## src/rtl/bbox_if.sv

```systemverilog
// bbox_if
//  Pixel-stream input and bounding-box result handshake of bbox_detector.
//  slave  : detector side. Consumes en/pix_valid/pix_sof/pix_fg and box_ready.
//           Produces box_top/bottom/left/right, box_found, box_valid,
//           frame_err, overrun and busy.
//  master : environment side, the mirror image of slave.
interface bbox_if #(
  parameter int COORD_W = 10
);
  logic               en;
  logic               pix_valid;
  logic               pix_sof;
  logic               pix_fg;
  logic [COORD_W-1:0] box_top;
  logic [COORD_W-1:0] box_bottom;
  logic [COORD_W-1:0] box_left;
  logic [COORD_W-1:0] box_right;
  logic               box_found;
  logic               box_valid;
  logic               box_ready;
  logic               frame_err;
  logic               overrun;
  logic               busy;

  modport slave (
    input  en, pix_valid, pix_sof, pix_fg, box_ready,
    output box_top, box_bottom, box_left, box_right, box_found, box_valid,
           frame_err, overrun, busy
  );

  modport master (
    output en, pix_valid, pix_sof, pix_fg, box_ready,
    input  box_top, box_bottom, box_left, box_right, box_found, box_valid,
           frame_err, overrun, busy
  );
endinterface

```

## src/rtl/bbox_detector.sv

```systemverilog
// bbox_detector
//  Single-pass bounding-box finder for a raster-ordered binary image stream.
//  Rows with fewer than ROW_THR foreground pixels are treated as noise. The
//  first contiguous run of active rows gives top/bottom, the min/max
//  foreground column inside that run gives left/right. The box is padded by
//  MARGIN on every side, clamped to the image, and offered on a valid/ready
//  handshake.
//  Ports: clk (rising edge), rst (asynchronous, active low), bus (bbox_if
//  slave modport: pixel input, box result, frame_err, overrun, busy).
module bbox_detector #(
  parameter int IMG_W   = 640,
  parameter int IMG_H   = 480,
  parameter int COORD_W = 10,
  parameter int ROW_THR = 4,
  parameter int MARGIN  = 5
) (
  input logic   clk,
  input logic   rst,
  bbox_if.slave bus
);
  localparam int CNT_W = $clog2(IMG_W + 1);
  localparam logic [COORD_W-1:0] LAST_COL = COORD_W'(IMG_W - 1);
  localparam logic [COORD_W-1:0] LAST_ROW = COORD_W'(IMG_H - 1);
  localparam logic [COORD_W-1:0] ZERO_C   = {COORD_W{1'b0}};
  localparam logic [COORD_W-1:0] ONE_C    = COORD_W'(1);

  typedef enum logic [1:0] {
    IDLE     = 2'd0,
    SEARCH   = 2'd1,
    IN_OBJ   = 2'd2,
    DONE_OBJ = 2'd3
  } state_t;

  // Subtract the margin, clamping at zero instead of wrapping.
  function automatic logic [COORD_W-1:0] pad_lo(input logic [COORD_W-1:0] v);
    int s;
    s = int'(v) - MARGIN;
    return (s < 0) ? ZERO_C : COORD_W'(s);
  endfunction

  // Add the margin, clamping at the last valid coordinate lim.
  function automatic logic [COORD_W-1:0] pad_hi(input logic [COORD_W-1:0] v, input int lim);
    int s;
    s = int'(v) + MARGIN;
    return (s > lim) ? COORD_W'(lim) : COORD_W'(s);
  endfunction

  state_t             state_r, state_s;
  logic [COORD_W-1:0] col_r, col_s, row_r, row_s;
  logic [CNT_W-1:0]   cnt_r, cnt_s, pcnt_s;
  logic [COORD_W-1:0] rmin_r, rmin_s, rmax_r, rmax_s, pmin_s, pmax_s;
  logic [COORD_W-1:0] top_r, top_s, bot_r, bot_s, left_r, left_s, right_r, right_s;
  logic               found_r, found_s;
  logic               acc_s, proc_s, row_act_s, done_s, err_s;
  logic [COORD_W-1:0] res_top_s, res_bot_s, res_left_s, res_right_s;

  logic [COORD_W-1:0] box_top_r, box_bot_r, box_left_r, box_right_r;
  logic               box_found_r, box_valid_r, frame_err_r, overrun_r, busy_r;

  assign acc_s = bus.en && bus.pix_valid;

  // Next-state: position tracking, per-row accumulation and box extents.
  always_comb begin
    state_s   = state_r;
    col_s     = col_r;
    row_s     = row_r;
    cnt_s     = cnt_r;
    rmin_s    = rmin_r;
    rmax_s    = rmax_r;
    top_s     = top_r;
    bot_s     = bot_r;
    left_s    = left_r;
    right_s   = right_r;
    found_s   = found_r;
    pcnt_s    = cnt_r;
    pmin_s    = rmin_r;
    pmax_s    = rmax_r;
    row_act_s = 1'b0;
    done_s    = 1'b0;
    err_s     = 1'b0;
    proc_s    = 1'b0;

    // A start-of-frame pixel always restarts at (0,0), aborting any partial frame.
    if (acc_s && bus.pix_sof) begin
      err_s   = (state_r != IDLE);
      state_s = SEARCH;
      col_s   = ZERO_C;
      row_s   = ZERO_C;
      cnt_s   = {CNT_W{1'b0}};
      rmin_s  = LAST_COL;
      rmax_s  = ZERO_C;
      top_s   = ZERO_C;
      bot_s   = ZERO_C;
      left_s  = ZERO_C;
      right_s = ZERO_C;
      found_s = 1'b0;
      proc_s  = 1'b1;
    end else begin
      proc_s = acc_s && (state_r != IDLE);
    end

    if (proc_s) begin
      // Row statistics including the current pixel.
      pcnt_s = (&cnt_s) ? cnt_s : cnt_s + CNT_W'(bus.pix_fg);
      pmin_s = (bus.pix_fg && (col_s < rmin_s)) ? col_s : rmin_s;
      pmax_s = (bus.pix_fg && (col_s > rmax_s)) ? col_s : rmax_s;
      if (col_s == LAST_COL) begin
        row_act_s = (pcnt_s >= CNT_W'(ROW_THR));
        case (state_s)
          SEARCH: begin
            if (row_act_s) begin
              state_s = IN_OBJ;
              found_s = 1'b1;
              top_s   = row_s;
              left_s  = pmin_s;
              right_s = pmax_s;
            end else begin
              state_s = SEARCH;
            end
          end
          IN_OBJ: begin
            if (row_act_s) begin
              left_s  = (pmin_s < left_s) ? pmin_s : left_s;
              right_s = (pmax_s > right_s) ? pmax_s : right_s;
            end else begin
              // Cannot underflow: the object's top row ended earlier.
              bot_s   = row_s - ONE_C;
              state_s = DONE_OBJ;
            end
          end
          default: begin
            state_s = state_s;
          end
        endcase
        if (row_s == LAST_ROW) begin
          if (state_s == IN_OBJ) begin
            bot_s = LAST_ROW;
          end else begin
            bot_s = bot_s;
          end
          state_s = IDLE;
          done_s  = 1'b1;
          row_s   = ZERO_C;
        end else begin
          row_s = row_s + ONE_C;
        end
        col_s  = ZERO_C;
        cnt_s  = {CNT_W{1'b0}};
        rmin_s = LAST_COL;
        rmax_s = ZERO_C;
      end else begin
        col_s  = col_s + ONE_C;
        cnt_s  = pcnt_s;
        rmin_s = pmin_s;
        rmax_s = pmax_s;
      end
    end else begin
      pcnt_s = cnt_s;
    end
  end

  // Margin padding and clamping of the finished box; an empty frame reports zeros.
  always_comb begin
    res_top_s   = ZERO_C;
    res_bot_s   = ZERO_C;
    res_left_s  = ZERO_C;
    res_right_s = ZERO_C;
    if (found_s) begin
      res_top_s   = pad_lo(top_s);
      res_bot_s   = pad_hi(bot_s, IMG_H - 1);
      res_left_s  = pad_lo(left_s);
      res_right_s = pad_hi(right_s, IMG_W - 1);
    end else begin
      res_top_s   = ZERO_C;
      res_bot_s   = ZERO_C;
      res_left_s  = ZERO_C;
      res_right_s = ZERO_C;
    end
  end

  // Frame-tracking state register.
  always_ff @(posedge clk or negedge rst) begin
    if (!rst) begin
      state_r <= IDLE;
      col_r   <= ZERO_C;
      row_r   <= ZERO_C;
      cnt_r   <= {CNT_W{1'b0}};
      rmin_r  <= LAST_COL;
      rmax_r  <= ZERO_C;
      top_r   <= ZERO_C;
      bot_r   <= ZERO_C;
      left_r  <= ZERO_C;
      right_r <= ZERO_C;
      found_r <= 1'b0;
    end else begin
      state_r <= state_s;
      col_r   <= col_s;
      row_r   <= row_s;
      cnt_r   <= cnt_s;
      rmin_r  <= rmin_s;
      rmax_r  <= rmax_s;
      top_r   <= top_s;
      bot_r   <= bot_s;
      left_r  <= left_s;
      right_r <= right_s;
      found_r <= found_s;
    end
  end

  // Result handshake, sticky overrun and status outputs.
  always_ff @(posedge clk or negedge rst) begin
    if (!rst) begin
      box_top_r   <= ZERO_C;
      box_bot_r   <= ZERO_C;
      box_left_r  <= ZERO_C;
      box_right_r <= ZERO_C;
      box_found_r <= 1'b0;
      box_valid_r <= 1'b0;
      frame_err_r <= 1'b0;
      overrun_r   <= 1'b0;
      busy_r      <= 1'b0;
    end else begin
      frame_err_r <= err_s;
      busy_r      <= (state_s != IDLE);
      if (done_s) begin
        // A result still waiting for the consumer wins over the new one.
        if (box_valid_r && !bus.box_ready) begin
          overrun_r <= 1'b1;
        end else begin
          box_valid_r <= 1'b1;
          box_found_r <= found_s;
          box_top_r   <= res_top_s;
          box_bot_r   <= res_bot_s;
          box_left_r  <= res_left_s;
          box_right_r <= res_right_s;
        end
      end else if (box_valid_r && bus.box_ready) begin
        box_valid_r <= 1'b0;
        box_found_r <= 1'b0;
        box_top_r   <= ZERO_C;
        box_bot_r   <= ZERO_C;
        box_left_r  <= ZERO_C;
        box_right_r <= ZERO_C;
      end
    end
  end

  assign bus.box_top    = box_top_r;
  assign bus.box_bottom = box_bot_r;
  assign bus.box_left   = box_left_r;
  assign bus.box_right  = box_right_r;
  assign bus.box_found  = box_found_r;
  assign bus.box_valid  = box_valid_r;
  assign bus.frame_err  = frame_err_r;
  assign bus.overrun    = overrun_r;
  assign bus.busy       = busy_r;
endmodule
```

## src/flat_wrapper.sv

```systemverilog
// flat-port wrapper written by rule: the top's interface ports become plain ports
module bbox_detector_flat 
#(
  parameter int IMG_W   = 640,
  parameter int IMG_H   = 480,
  parameter int COORD_W = 10,
  parameter int ROW_THR = 4,
  parameter int MARGIN  = 5
)
  (clk, rst, bus_en, bus_pix_valid, bus_pix_sof, bus_pix_fg, bus_box_ready, bus_box_top, bus_box_bottom, bus_box_left, bus_box_right, bus_box_found, bus_box_valid, bus_frame_err, bus_overrun, bus_busy);
  bbox_if #(.COORD_W(COORD_W)) bus_i ();
  input logic clk;
  input logic rst;
  input wire logic [$bits(bus_i.en)-1:0] bus_en;
  input wire logic [$bits(bus_i.pix_valid)-1:0] bus_pix_valid;
  input wire logic [$bits(bus_i.pix_sof)-1:0] bus_pix_sof;
  input wire logic [$bits(bus_i.pix_fg)-1:0] bus_pix_fg;
  input wire logic [$bits(bus_i.box_ready)-1:0] bus_box_ready;
  output wire logic [$bits(bus_i.box_top)-1:0] bus_box_top;
  output wire logic [$bits(bus_i.box_bottom)-1:0] bus_box_bottom;
  output wire logic [$bits(bus_i.box_left)-1:0] bus_box_left;
  output wire logic [$bits(bus_i.box_right)-1:0] bus_box_right;
  output wire logic [$bits(bus_i.box_found)-1:0] bus_box_found;
  output wire logic [$bits(bus_i.box_valid)-1:0] bus_box_valid;
  output wire logic [$bits(bus_i.frame_err)-1:0] bus_frame_err;
  output wire logic [$bits(bus_i.overrun)-1:0] bus_overrun;
  output wire logic [$bits(bus_i.busy)-1:0] bus_busy;
  assign bus_i.en = bus_en;
  assign bus_i.pix_valid = bus_pix_valid;
  assign bus_i.pix_sof = bus_pix_sof;
  assign bus_i.pix_fg = bus_pix_fg;
  assign bus_i.box_ready = bus_box_ready;
  assign bus_box_top = bus_i.box_top;
  assign bus_box_bottom = bus_i.box_bottom;
  assign bus_box_left = bus_i.box_left;
  assign bus_box_right = bus_i.box_right;
  assign bus_box_found = bus_i.box_found;
  assign bus_box_valid = bus_i.box_valid;
  assign bus_frame_err = bus_i.frame_err;
  assign bus_overrun = bus_i.overrun;
  assign bus_busy = bus_i.busy;
  bbox_detector #(.IMG_W(IMG_W), .IMG_H(IMG_H), .COORD_W(COORD_W), .ROW_THR(ROW_THR), .MARGIN(MARGIN)) u_core (.clk(clk), .rst(rst), .bus(bus_i));
endmodule
```

## config.mk

```make
export PLATFORM = sky130hd
export DESIGN_NAME = bbox_detector_flat
export DESIGN_NICKNAME = d
export VERILOG_FILES = /design/src/rtl/bbox_if.sv /design/src/rtl/bbox_detector.sv /design/src/flat_wrapper.sv
export SDC_FILE = /design/constraint.sdc
export NUM_CORES = 1
export LEC_CHECK = 0
export BUFFER_PORTS_ARGS = -buffer_cell sky130_fd_sc_hd__buf_2
export CAP_MARGIN = 15
export CORE_MARGIN = 1
export CORE_UTILIZATION = 39
export CTS_BUF_LIST = sky130_fd_sc_hd__clkbuf_4
export CTS_CLUSTER_DIAMETER = 50
export DETAILED_ROUTE_END_ITERATION = 10
export SLEW_MARGIN = 10
export SYNTH_ARGS = -nofsm -noshare
export SYNTH_HDL_FRONTEND = slang
export SYNTH_SLANG_ARGS = --single-unit
```

## constraint.sdc

```tcl
create_clock -name clk -period 5.3 [get_ports clk]
set_input_delay 0.265 -clock clk [delete_from_list [all_inputs] [get_ports clk]]
set_output_delay 0.265 -clock clk [all_outputs]
set_load 0.02 [all_outputs]
```

==> qor.txt, run 1 <==
status - finished clean
CP arrival - 5570 ps
slowest cell on the critical path - dfstp_2
Period minus WS final - 5100 ps
RR Startpoint - u_core.rmin_r[1]
FF+latch count, synth - 138
most frequent cell after synthesis - nand2_1
Commonest cells post-synth - nand2_1 (179), dfrtp_1 (130), o21ai_0 (80)
synthesis-to-finish area growth - 25.1%
clock root cell - clkbuf_4
top cells by area, synth - dfrtp_1 (35%), nand2_1 (7.3%), ha_1 (6.4%), o21ai_0 (4.3%), nor2_1 (2.9%)
Worst EP required - 5760 ps
Synth Instances - 1082
Synth area leader - dfrtp_1
Ports - 52
DP Worst Slack - -133 ps
vias - 8844
Post-DP HPWL - 20.5 mm
Warnings, synthesis - 0
crit-path cells - nor2_4, ha_4, a21o_1, a221o_1, a41oi_2, nand2_2, buf_6, buf_4, mux2i_2, ha_1, nand4_1, or4_4, a31oi_4, a2111oi_4, buf_4, a221o_1, a311o_1, a2111o_1, nor4_4, nand2b_4, o21ai_2
Max-Slew Margin vs Limit - 0.269
port bufs - 51
met3 Track Usage GR - 0.0331
r2r setup slk - 200 ps
Largest stage delay, worst path - 590 ps
first-pass GRT wire length - 44.8 mm
Avg Inst Size Synth - 8.51 um^2
gp weighted congestion - 0.897
CTS Sinks - 138
Antenna Nets Post-Route - 0
Hold Path Depth - 3
share of layout cells above drive strength 1 - 0.272
register area share after synthesis - 0.376
adder-cell share of the synthesized area - 0.0639
Worst path depth - 21
Slew Limit Fails - 0
post-route clock period utilization - 0.962
Multi-input gate area - 5770 um^2
Pre-antenna DRT Iters - 5
Final Hold Fails - 0
xor/xnor share of the synthesized area - 0.0371
Routed wire per std cell - 17.9 um
crit end category - flip-flop
core area - 22900 um^2
gr busiest metal - met2
GR Util met1 - 0.348
Worst Slack Setup Final - 199 ps
Synth top area share - 0.353
simple-gate share of the synthesized area - 0.217
largest net degree at the start of global routing - 75
GRT overflow - 0
H-tree levels - 4
routed wire length - 28.1 mm
# fillers - 2190
# rows - 55
CTS clk-pin slew, worst paths - 140 ps
Seq. cell area - 3460 um^2
CTS tree - yes
DP Cell Count - 1530
count of cell types in the netlist - 81
vias in the first global route - 8389
max-cap viol count - 0
FFs w/ async S/R, synth - 1.00
post-synthesis mux area share - 0.0234
Critical Path Start - u_core.rmin_r[1]
Hold WC Path Type - in2reg
fin nets - 1299
Critical Path Sink - u_core.bus.box_left[4]
Buf+Inv Stages, Crit Path - 3
die area - 24200 um^2
drt first-iter violations - 717
Critical Path Start Type - flip-flop
Clk Latency, worst-skew pair - 560 ps
r2r endpoint - u_core.bus.box_left[4]
top_reg_cell synth - dfrtp_1
die width - 156 um
maximum vdd drop - 0.208 mV
Die H - 156 um
CP Max Fanout - 8
initial antenna violation count - 1
Worst Tran Pin Value - 1090 ps
CTS Buf Count - 17
post-synthesis compound-gate area fraction - 0.238
count of final setup violators - 0
Power Density - 257 nW/um^2
critical path type - reg2reg
fmax - 196 MHz
Clock Tree Buf Depth - 2
Pleak - 5.49 nW
Total GRT Usage - 0.234
final core utilization - 0.503
setup TNS - 0 ps
met2 Usage GRT - 0.356
Worst Reg2Reg Path Length in Cells - 21
Post-Layout Cell Count - 1572
main combinational cell family by area after synthesis - compound AO/OA/AOI/OAI gates
Mapped Area - 9210 um^2
post-detailed-route DRC marker count - 0
unrepaired setup endpoints after global routing - true
Via density - 5.63
Final Skew - 29.2 ps
Top Family by Delay on Critical Path - compound AO/OA/AOI/OAI gates
syn nets - 1136
Initial Utilization - 0.402
Post-synth EDFFs - 0
timing repair:
item	CTS	global route
endpoints found under the setup margin	0	17
hold endpoints to repair	65	0
resized for setup	0	50
setup buffers	0	7
hold buffers	1	0
routing by layer:
metal  vias to the layer above  wire [um]
li1                       4282          -
met1                      4282      14300
met2                       257      12200
met3                        23       1340
met4                         0        319
met5                         -          0
worst min-delay path by stage:
stage,start,to,slack (ps)
after floorplan,rst,u_core.bot_r[0],-30
after global placement,rst,u_core.col_r[4],370
after detailed placement,rst,u_core.rmin_r[7],370
after CTS,bus_box_ready,u_core.bus.box_valid,40
after global routing,bus_box_ready,u_core.bus.box_valid,70
final,bus_box_ready,u_core.bus.box_valid,110
worst register-to-register path, stage by stage, from the launching register on:
cell and delay [ps]:
dfstp_2 590, nor2_4 60, ha_4 210, a21o_1 150, a221o_1 340, a41oi_2 210
nand2_2 140, buf_6 140, buf_4 140, mux2i_2 160, ha_1 310, nand4_1 100
or4_4 450, a31oi_4 200, a2111oi_4 110, buf_4 190, a221o_1 250, a311o_1 380
a2111o_1 370, nor4_4 170, nand2b_4 250, o21ai_2 80
cell type report:
type,count,share of cell area
diodes,1,0.000217
clock buffers,18,0.0117
clock inverters,14,0.0118
inverters,44,0.0143
multi-input cells,839,0.501
flip-flops and latches,138,0.301
well taps,313,0.0340
repair buffers,205,0.127
kinds of logic after synthesis:
| group | after synthesis |
|---|---|
| flip-flops | 138 |
| XOR/XNOR | 39 |
| adder cells (fa/ha/maj) | 47 |
| buffers and inverters | 105 |
| AND/OR/NAND/NOR | 419 |
| AO/OA/AOI/OAI | 313 |
| multiplexers | 21 |
power breakdown:
part	switching (mW)	internal [mW]	total (mW)
clock	0.455	0.249	0.704
combinational	0.580	0.499	1.08
sequential	0.0625	1.11	1.17
stage by stage:
| stage | hold WS, ps | instance area (um^2) | power [mW] |
|---|---|---|---|
| final | 105 | 11500 | 2.96 |
| after global routing | 72.2 | 11500 | 3.12 |
| after CTS | 43.9 | 11200 | 2.86 |
| after detailed placement | 366 | 10900 | 2.15 |
| after global placement | 366 | 10900 | 2.13 |
| after floorplan | -30.6 | 9500 | 1.78 |
cells in the final DEF (no fill, tap or decap), types with 27 or more instances in the layout:
cell	instances
nand3_1	43
o21ai_0	71
nor2_1	69
dfrtp_1	130
ha_1	40
a21oi_1	46
buf_4	149
inv_1	41
nand2_1	173
buf_2	50
xnor2_1	27
Power figures use the tool's default switching activity.
==> run 2, diff against run 1 <==
--- a/config.mk
+++ b/config.mk
@@ -12,6 +12,7 @@
 export CTS_BUF_LIST = sky130_fd_sc_hd__clkbuf_4
 export CTS_CLUSTER_DIAMETER = 50
 export DETAILED_ROUTE_END_ITERATION = 10
+export PLACE_DENSITY_LB_ADDON = 0.15
 export SLEW_MARGIN = 10
 export SYNTH_ARGS = -nofsm -noshare
 export SYNTH_HDL_FRONTEND = slang
==> qor.txt, run 2 (synthesis gave the netlist of run 1 again) <==
status - finished clean
initial antenna violation count - 1 (unchanged)
post-detailed-route DRC marker count - 0 (unchanged)
post-route clock period utilization - 0.972 (+0.00938)
Seq. cell area - 3460 um^2 (unchanged)
Pleak - 5.37 nW (-2.1%)
GRT overflow - 0 (unchanged)
Worst Reg2Reg Path Length in Cells - 25 (+19%)
Die H - 156 um (unchanged)
Routed wire per std cell - 18.5 um (+3.6%)
synthesis-to-finish area growth - 24.1%
# rows - 55 (unchanged)
max-cap viol count - 0 (unchanged)
largest net degree at the start of global routing - 94 (+25%)
core area - 22900 um^2 (unchanged)
Multi-input gate area - 5820 um^2 (+0.91%)
Initial Utilization - 0.402 (unchanged)
Clk Latency, worst-skew pair - 580 ps (+20 ps)
Period minus WS final - 5150 ps (+49.7 ps)
Power Density - 269 nW/um^2 (+5.0%)
CTS tree - yes
Antenna Nets Post-Route - 0 (unchanged)
count of final setup violators - 0 (unchanged)
Hold Path Depth - 3 (unchanged)
vias - 8761 (-0.94%)
drt first-iter violations - 594 (-17%)
die width - 156 um (unchanged)
fmax - 194 MHz (-0.97%)
fin nets - 1278 (-1.6%)
CTS Buf Count - 17 (unchanged)
H-tree levels - 4 (unchanged)
post-layout instance area - 11400 um^2 (-0.86%)
# fillers - 2229 (+1.8%)
first-pass GRT wire length - 45.7 mm (+2.2%)
routed wire length - 28.7 mm (+2.2%)
crit-path most repeated cell - o211ai_1
Total GRT Usage - 0.241 (+0.00652)
Ports - 52 (unchanged)
Final Hold Fails - 0 (unchanged)
Slew Limit Fails - 0 (unchanged)
Cell Area, Placed - 10700 um^2 (-2.0%)
CTS clk-pin slew, worst paths - 150 ps (about the same)
Worst EP required - 5750 ps (about the same)
most frequent cells in the layout - nand2_1 (172), dfrtp_1 (130), buf_4 (128)
CTS Sinks - 138 (unchanged)
Clock Tree Buf Depth - 2 (unchanged)
gp weighted congestion - 0.853 (-4.9%)
Largest stage delay, worst path - 450 ps (-140 ps)
Final Skew - 24.8 ps (-4.47 ps)
Post-DP HPWL - 20.6 mm (+0.37%)
setup TNS - 0 ps (unchanged)
maximum vdd drop - 0.149 mV (-29%)
Via density - 5.65 (+0.40%)
share of layout cells above drive strength 1 - 0.264 (-0.00751)
Worst Tran Pin Value - 1050 ps (-44.8 ps)
Pre-antenna DRT Iters - 5 (unchanged)
CP arrival - 5600 ps (+30 ps)
Max-Slew Margin vs Limit - 0.300 (+0.0310)
die area - 24200 um^2 (unchanged)
most common cell after layout, fill and taps aside - nand2_1
slowest cell on the critical path - dfrtp_1
Worst Slack Setup Final - 149 ps (-49.7 ps)
Critical Path Start Type - flip-flop
crit end category - flip-flop
DP Worst Slack - -136 ps (-2.34 ps)
port bufs - 51 (unchanged)
Hold WC Path Type - in2reg
critical path type - reg2reg
CP Max Fanout - 6 (-2)
clock root cell - clkbuf_4
vias in the first global route - 8344 (-0.54%)
-- run 2: changes by cell type in the layout (fill, tap and decap cells not counted), sizes merged --
cell      delta
buf         -22
clkinv       -3
inv          +3
clkbuf       -1
clkinvlp     +1
nand2        +1
-- run 2: metal layers --
layer / routed length (um) / GRT usage / part of all wire
met5: 0 / 0 / 0
met4: 435 / 0.0663 / 0.015
met3: 1370 / 0.0381 / 0.048
met2: 12100 / 0.343 / 0.42
met1: 14800 / 0.371 / 0.51
-- run 2: worst paths after layout --
check	start	end	slack, ps
min reg2reg	u_core.bus.box_found	u_core.bus.box_found	490
max in group asynchronous	rst	u_core.rmax_r[4]	3730
min	bus_box_ready	u_core.bus.box_valid	50
max	u_core.col_r[1]	u_core.bus.box_right[5]	150
max reg2reg	u_core.col_r[1]	u_core.bus.box_right[5]	150
min in group asynchronous	rst	u_core.col_r[4]	350
-- run 2: layout make-up --
type	instances	area share
clock inverter	15	0.0136
tap	313	0.0343
multi-input combinational	840	0.510
sequential	138	0.303
timing repair buffer	183	0.113
clock buffer	17	0.0112
inverter	44	0.0147
antenna	1	0.000219
-- run 2: per-stage QoR --
| stage | total power [mW] | std cells | hold slack (ps) | util |
|---|---|---|---|---|
| after floorplan | 1.78 | 1082 | -30.6 | - |
| after global placement | 2.13 | 1502 | 434 | 0.467 |
| after detailed placement | 2.13 | 1502 | 439 | 0.467 |
| after CTS | 2.87 | 1535 | 2.47 | 0.480 |
| after global routing | 3.25 | 1551 | 46.3 | 0.498 |
| final | 3.08 | 1551 | 46.2 | 0.498 |
-- run 2: what timing repair did --
| action | 4_1_cts | 5_1_grt |
|---|---|---|
| endpoints found under the setup margin | 0 | 20 |
| hold buffers | 1 | 0 |
| endpoints found under the hold margin | 84 | 0 |
| setup buffers | 0 | 13 |
| resized for setup | 0 | 62 |
-- run 2: power breakdown --
group	switching [mW]	internal, mW	total (mW)
clock network	0.477	0.252	0.729
logic	0.639	0.532	1.17
registers	0.0669	1.11	1.18
total	1.18	1.90	3.08
-- run 2: critical path: cells and delay by family, from the launching register on --
family	cells	cell delay, ps
AOI/OAI and AO/OA	11	2510
adders and majority gates	3	700
buffers and inverters	3	390
DFF	1	450
muxes	1	230
and+or+nand+nor	7	720
